### src/rtl/mult_pipe_wrapper.sv
// Pipelined WIDTH x WIDTH multiplier with valid/ready flow control, per-pair signed mode
// and bubble-collapsing stalls. Optional tag sideband enabled by defining MULT_PIPE_TAG_EN.
module mult_pipe_wrapper #(
    parameter int unsigned WIDTH  = 32,
    parameter int unsigned STAGES = 3,
    parameter int unsigned TAG_W  = 8
) (
    input  logic                 clk,
    input  logic                 rst,
    input  logic                 in_valid,
    output logic                 in_ready,
    input  logic                 in_signed,
    input  logic [WIDTH-1:0]     multiplicand,
    input  logic [WIDTH-1:0]     multiplier,
    output logic                 out_valid,
    input  logic                 out_ready,
    output logic [2*WIDTH-1:0]   out_product,
    output logic                 busy
`ifdef MULT_PIPE_TAG_EN
    ,
    input  logic [TAG_W-1:0]     in_tag,
    output logic [TAG_W-1:0]     out_tag
`endif
);

    localparam int unsigned PW = 2 * WIDTH;

    logic [STAGES-1:0] vld_q;
    logic [STAGES-1:0] vld_d;
    logic [STAGES-1:0] load_s;
    logic              full_s;
    logic [WIDTH-1:0]  a_q;
    logic [WIDTH-1:0]  a_d;
    logic [WIDTH-1:0]  b_q;
    logic [WIDTH-1:0]  b_d;
    logic              sgn_q;
    logic              sgn_d;
    logic [PW-1:0]     ext_a_s;
    logic [PW-1:0]     ext_b_s;
    logic [PW-1:0]     prod_s;
    logic [PW-1:0]     data_q [1:STAGES-1];
    logic [PW-1:0]     data_d [1:STAGES-1];
    logic [PW-1:0]     feed_s [1:STAGES-1];

    // Out-of-range parameters leave this empty marker block in the hierarchy.
    if (WIDTH < 4 || STAGES < 2 || TAG_W < 1) begin : g_bad_params
    end

    // Load enables: a stage loads unless it and every stage after it is full while the consumer stalls.
    always_comb begin
        load_s = '0;
        full_s = 1'b1;
        for (int k = 0; k < STAGES; k++) begin
            full_s = 1'b1;
            for (int j = k; j < STAGES; j++) begin
                full_s = full_s & vld_q[j];
            end
            load_s[k] = out_ready | ~full_s;
        end
    end

    // Product of the captured operands; sign- or zero-extend, then keep the low 2*WIDTH bits.
    always_comb begin
        if (sgn_q) begin
            ext_a_s = {{WIDTH{a_q[WIDTH-1]}}, a_q};
            ext_b_s = {{WIDTH{b_q[WIDTH-1]}}, b_q};
        end else begin
            ext_a_s = {{WIDTH{1'b0}}, a_q};
            ext_b_s = {{WIDTH{1'b0}}, b_q};
        end
        prod_s = ext_a_s * ext_b_s;
    end

    // Data feeding each product stage: the multiplier for stage 2, the previous stage otherwise.
    always_comb begin
        feed_s[1] = prod_s;
        for (int k = 2; k < STAGES; k++) begin
            feed_s[k] = data_q[k-1];
        end
    end

    // Next-state for valid bits and stage data; data only moves when the source stage holds a result.
    always_comb begin
        vld_d  = vld_q;
        a_d    = a_q;
        b_d    = b_q;
        sgn_d  = sgn_q;
        data_d = data_q;
        if (load_s[0]) begin
            vld_d[0] = in_valid;
            if (in_valid) begin
                a_d   = multiplicand;
                b_d   = multiplier;
                sgn_d = in_signed;
            end else begin
                a_d   = a_q;
                b_d   = b_q;
                sgn_d = sgn_q;
            end
        end else begin
            vld_d[0] = vld_q[0];
        end
        for (int k = 1; k < STAGES; k++) begin
            if (load_s[k]) begin
                vld_d[k] = vld_q[k-1];
                if (vld_q[k-1]) begin
                    data_d[k] = feed_s[k];
                end else begin
                    data_d[k] = data_q[k];
                end
            end else begin
                vld_d[k] = vld_q[k];
            end
        end
    end

    // Pipeline registers; only valid bits and the output stage data are cleared by reset.
    always_ff @(posedge clk) begin
        a_q    <= a_d;
        b_q    <= b_d;
        sgn_q  <= sgn_d;
        data_q <= data_d;
        if (rst) begin
            vld_q            <= '0;
            data_q[STAGES-1] <= '0;
        end else begin
            vld_q <= vld_d;
        end
    end

    assign in_ready    = load_s[0];
    assign out_valid   = vld_q[STAGES-1];
    assign out_product = data_q[STAGES-1];
    assign busy        = |vld_q;

`ifdef MULT_PIPE_TAG_EN
    logic [TAG_W-1:0] tag_q [STAGES];
    logic [TAG_W-1:0] tag_d [STAGES];

    // Tags follow exactly the same load decisions as the valid bits.
    always_comb begin
        tag_d = tag_q;
        if (load_s[0] && in_valid) begin
            tag_d[0] = in_tag;
        end else begin
            tag_d[0] = tag_q[0];
        end
        for (int k = 1; k < STAGES; k++) begin
            if (load_s[k] && vld_q[k-1]) begin
                tag_d[k] = tag_q[k-1];
            end else begin
                tag_d[k] = tag_q[k];
            end
        end
    end

    // Tag registers; only the output stage tag is cleared by reset.
    always_ff @(posedge clk) begin
        tag_q <= tag_d;
        if (rst) begin
            tag_q[STAGES-1] <= '0;
        end else begin
            tag_q[STAGES-1] <= tag_d[STAGES-1];
        end
    end

    assign out_tag = tag_q[STAGES-1];
`endif

endmodule
### config.mk
export PLATFORM = sky130hd
export DESIGN_NAME = mult_pipe_wrapper
export DESIGN_NICKNAME = d
export VERILOG_FILES = /design/src/rtl/mult_pipe_wrapper.sv
export SDC_FILE = /design/constraint.sdc
export NUM_CORES = 2
export LEC_CHECK = 0
export ABC_AREA = 1
export CAP_MARGIN = 15
export CORE_ASPECT_RATIO = 1.75
export CORE_MARGIN = 2
export CORE_UTILIZATION = 30
export CTS_BUF_LIST = sky130_fd_sc_hd__clkbuf_4 sky130_fd_sc_hd__clkbuf_8
export DETAILED_ROUTE_END_ITERATION = 12
export MAX_ROUTING_LAYER = met4
export SETUP_SLACK_MARGIN = 0.2
export SKIP_CTS_REPAIR_TIMING = 1
export SYNTH_ARGS = -nofsm -noshare
export SYNTH_HDL_FRONTEND = slang
export SYNTH_SLANG_ARGS = --single-unit
### constraint.sdc
create_clock -name clk -period 11.85 [get_ports clk]
set_clock_uncertainty 0.2 [all_clocks]
set_input_delay 1.185 -clock clk [delete_from_list [all_inputs] [get_ports clk]]
set_output_delay 1.185 -clock clk [all_outputs]
set_load 0.01 [all_outputs]
; ---- After elaboration in Yosys (flattened, before gate mapping)
; Index checks and enable logic that the tools add are counted.
[word_totals]
ff_bits = 196
latch_bits = 0
mem_bits_rw = 0
romBits = 0
in_bits = 69
out_inout_bits = 67
n_memories = 0
[op_classes]
addsub = 0
mul = 1
n_div = 0
n_lt_le_gt_ge = 0
n_eq_ne = 0
n_shift = 0
mux = 2
bitwise_logic = 9
n_reduce_logical = 4
[ops]
columns = cell, n
row1 = 2-to-1 mux 64 bit, 2
row2 = multiplier 64 x 64 -> 64 bit, 1
row3 = AND reduction 2 bit, 3
row4 = AND 1 bit, 3
row5 = inverter 1 bit, 3
row6 = OR 1 bit, 3
row7 = OR reduction 3 bit, 1

; ---- Logic depth before layout (Yosys ltp)
[depth]
ltp_word = 5
mapped_depth = 40
mapped_depth_nobuf = 39

; ---- Worst setup path after synthesis
; Ideal clock, no wire load.
[synth_timing]
kind = register to register
from = register a_q[31]
to = register data_q[127] in the netlist's numbering, data pin
arrival_ns = 8.353
path_slack_ns = 3.044
path_stages_with_launch = 31
synth_period_minus_slack_ns = 8.806
path_cell_list = edfxtp_1 > buf_2 > nand2_4 > inv_1 > clkbuf_1 > nand2_1 > fa_1 > inv_1 > fa_1 > fa_1 > fa_1 > inv_1 > fa_1 > inv_1 > fa_1 > inv_1 > fa_1 > fa_1 > inv_1 > fa_1 > inv_1 > fa_1 > inv_1 > ha_1 > inv_1 > nor4_1 > nand2_1 > o21ai_0 > a21oi_1 > nand3_1 > nand2_1
[synth_between]
elab_chain_len = 2
[synth_lines]
columns = element, line_no
row1 = start: declaration, 32  ; logic [WIDTH-1:0] a_q;
row2 = start signal: assignment, 119  ; a_q <= a_d;
row3 = 2-to-1 mux 64 bit, 64  ; if (sgn_q) begin
row4 = multiplier 64 x 64 -> 64 bit, 71  ; prod_s = ext_a_s * ext_b_s;
row5 = net prod_s[63], 40  ; logic [PW-1:0] prod_s;
row6 = end signal: assignment, 122  ; data_q <= data_d;
row7 = end: declaration, 41  ; logic [PW-1:0] data_q [1:STAGES-1];
; The timed path passes the listed nets, and every way through them passes these cells.
; A chain may end at the register's enable or synchronous reset.

; ---- Worst setup path in the final report
[layout_timing]
from = register sgn_q
to = register data_q[127] in the netlist's numbering, data pin
[layout_between]
elab_chain_len = 2
[layout_lines]
columns = element, line_no
row1 = start: declaration, 36  ; logic sgn_q;
row2 = start signal: assignment, 121  ; sgn_q <= sgn_d;
row3 = 2-to-1 mux 64 bit, 64
row4 = multiplier 64 x 64 -> 64 bit *, 71
row5 = net prod_s[63], 40
; The timed path passes the listed nets; every way through them passes the cells marked *.

==> metrics.md <==
| Metric | Value |
|---|---|
| Status | completed |
| TNS Setup | 0 ns |
| GRT Total Usage | 0.223 |
| CP max-delay cell | fa_1 |
| WS Path Type | reg2reg |
| Inserted Clock Buffers | 25 |
| Final wirelength | 201000 um |
| Placed cell count | 8968 |
| Fin crit share | 0.881 |
| Max Root-Sink Buffers | 3 |
| Drt first pass iters | 7 |
| Worst slew pin tran | 1.28 ns |
| Top FF cell, synth | edfxtp_1 |
| Worst setup SP type | flop |
| Die X | 332 um |
| Fin nets | 8353 |
| CTS tree | yes |
| Worst skew pair latency | 0.71 ns |
| Avg Cell Area, Syn | 8.51 sq um |
| DRC Markers | 0 |
| Post-Syn Area | 56600 sq um |
| Flops & latches, synth | 196 |
| Yosys warns | 0 |
| Global-route wire length before repair | 300000 um |
| Vias | 41600 |
| Met3 wire len | 7990 um |
| Effective utilization at floorplan | 0.302 |
| IO buf count | 135 |
| Vias per cell | 4.62 |
| Core area | 187000 sq um |
| DP Wirelength | 171000 um |
| Worst hold path class | reg2reg |
| Synth Net Count | 8444 |
| Post-Place Cell Area | 60200 sq um |
| DRT iter0 DRCs | 2105 |
| CTS H-tree lvls | 4 |
| Type of element capturing the critical path | flop |
| Tmin final | 10.44 ns |
| Final Max Slew Viols | 0 |
| Slowest Stage Delay on Critical Path | 1.02 ns |
| R2R Setup Slk | 1.41 ns |
| Post-route insts no fill | 9005 |
| Fin area | 60600 sq um |
| Worst r2r dst | data_q[127] |
| Max-cap viol count | 0 |
| Commonest cells after routing, fill and taps aside | inv_1, nand2_1, fa_1 |
| Library cells used by synthesis | 44 |
| Post-Synthesis Cells | 6648 |
| DP Worst Slack | 1.27 ns |
| Post-synthesis async set-or-reset flop share | 0 |
| Register area share after synthesis | 0.0922 |
| Layout cells sized above 1 | 0.0262 |
| Reg clk slew, reported paths | 0.11 ns |
| Req. time, crit path | 12.07 ns |
| Total die area | 192000 sq um |
| Crit Reg-Reg Startpoint | sgn_q |
| CP endpoint | data_q[127] |
| Vias in the first global route | 48300 |
| Die H | 579 um |
| I/O Pins | 136 |
| Wire length on met2 | 108000 um |
| Pin count of the biggest net entering global routing | 68 |
| Top sig layer | met4 |
| Max Clock Freq | 95.8 MHz |
| Tightest slew margin relative to the limit | 0.147 |
| Commonest non-fill, non-tap cell in the layout | inv_1 |
| DR WL/cell | 22.4 um |
| Crit. Startpoint | sgn_q |
| RSZ-0062 raised after global routing | no |
| Worst path most repeated cell | fa_1 |
| CP max FO | 23 |
| CP Data Arrival Time | 10.67 ns |
| FP Rows | 210 |
| EDFF count, synth | 129 |
| Area Overhead vs Synth | 7.13% |
| Antenna violations before repair | 5 |
| Final Hold Fails | 0 |
| GP Congestion | 1.00 |
| Number of routed nets with antenna violations | 0 |
| Global route overflow | 0 |
| Metal-1 WL | 56000 um |
| Final-report setup violation count | 0 |
| R2R depth | 29 |
| CTS Root Cell | clkbuf_8 |
| CTS sink cnt | 196 |
| Fin worst setup slack | 1.41 ns |
-- metal layers --
| metal | up-vias | GRT usage |
|---|---|---|
| li1 | 18100 | - |
| met1 | 21100 | 0.177 |
| met2 | 1525 | 0.414 |
| met3 | 915 | 0.0264 |
| met4 | 0 | 0.254 |
| met5 | - | - |
-- cells in the mapped netlist, drive strengths merged (6+ instances only) --
cell / count / area share
a21oi: 155 / 0.014
buf: 76 / 0.0096
xor2: 65 / 0.010
or2: 6 / 0.00066
inv: 2266 / 0.15
fa: 1414 / 0.50
nand4: 7 / 0.00077
nor4: 7 / 0.00088
xnor2: 22 / 0.0034
a31oi: 13 / 0.0014
nand2: 1462 / 0.097
nand3: 53 / 0.0049
ha: 313 / 0.069
o21bai: 14 / 0.0022
nor3: 11 / 0.0011
clkbuf: 270 / 0.018
a21o: 13 / 0.0017
o211ai: 6 / 0.00080
edfxtp: 129 / 0.068
dfxtp: 67 / 0.024
nor2: 204 / 0.014
o21ai: 61 / 0.0056
-- state kept, by name (all words and copies together), names as in the netlist --
name         cells
a_q             32
data_q          64
vld_q            3
sgn_q            1
b_q             32
out_product     64
-- stage by stage --
step | hold WS [ns] | utilization
after floorplan | 0.246 | -
after global placement | 0.254 | 0.321
after detailed placement | 0.256 | 0.321
after CTS | 0.269 | 0.324
after global routing | 0.285 | 0.324
final | 0.265 | 0.324
-- logic make-up (layout without fill, tap and decap cells) --
logic type / after synthesis / after routing / share of synthesized area
flops: 196 / 196 / 0.0922
xor+xnor: 87 / 87 / 0.0135
simple gates: 1753 / 1753 / 0.120
other cells: 0 / 4 / 0
buf+inv: 2612 / 2527 / 0.178
compound gates: 273 / 273 / 0.0272
fa+ha+maj: 1727 / 1727 / 0.569
-- area by class of cell --
class	count	area [sq um]
antenna	4	10.0
inverter	2266	8510
sequential	196	5220
fill	19600	127000
timing repair buffer	228	2060
multi-input combinational	3840	41300
clock buffer	26	352
tap	2438	3050
clock inverter	7	87.6
-- worst min path at each step --
stage	depth (start not counted)	slack, ns	start	endpoint
2_1_floorplan	2	0.25	out_product[0]	out_product[0]
3_3_place_gp	2	0.25	out_product[5]	out_product[5]
3_5_place_dp	2	0.26	out_product[3]	out_product[3]
4_1_cts	2	0.27	out_product[9]	out_product[9]
5_1_grt	2	0.29	out_product[3]	out_product[3]
6_report	2	0.27	out_product[61]	out_product[61]
-- critical path, delay by kind of cell, from the launching register on --
family	cells	cell delay, ns
flip-flops	1	0.49
buffers and inverters	8	1.43
AO/OA/AOI/OAI	6	1.24
adder cells (fa/ha/maj)	11	6.17
AND/OR/NAND/NOR	4	0.63
Power is not shown: default switching activity piles up to over one toggle a cycle in this logic, so the estimate is an artifact.
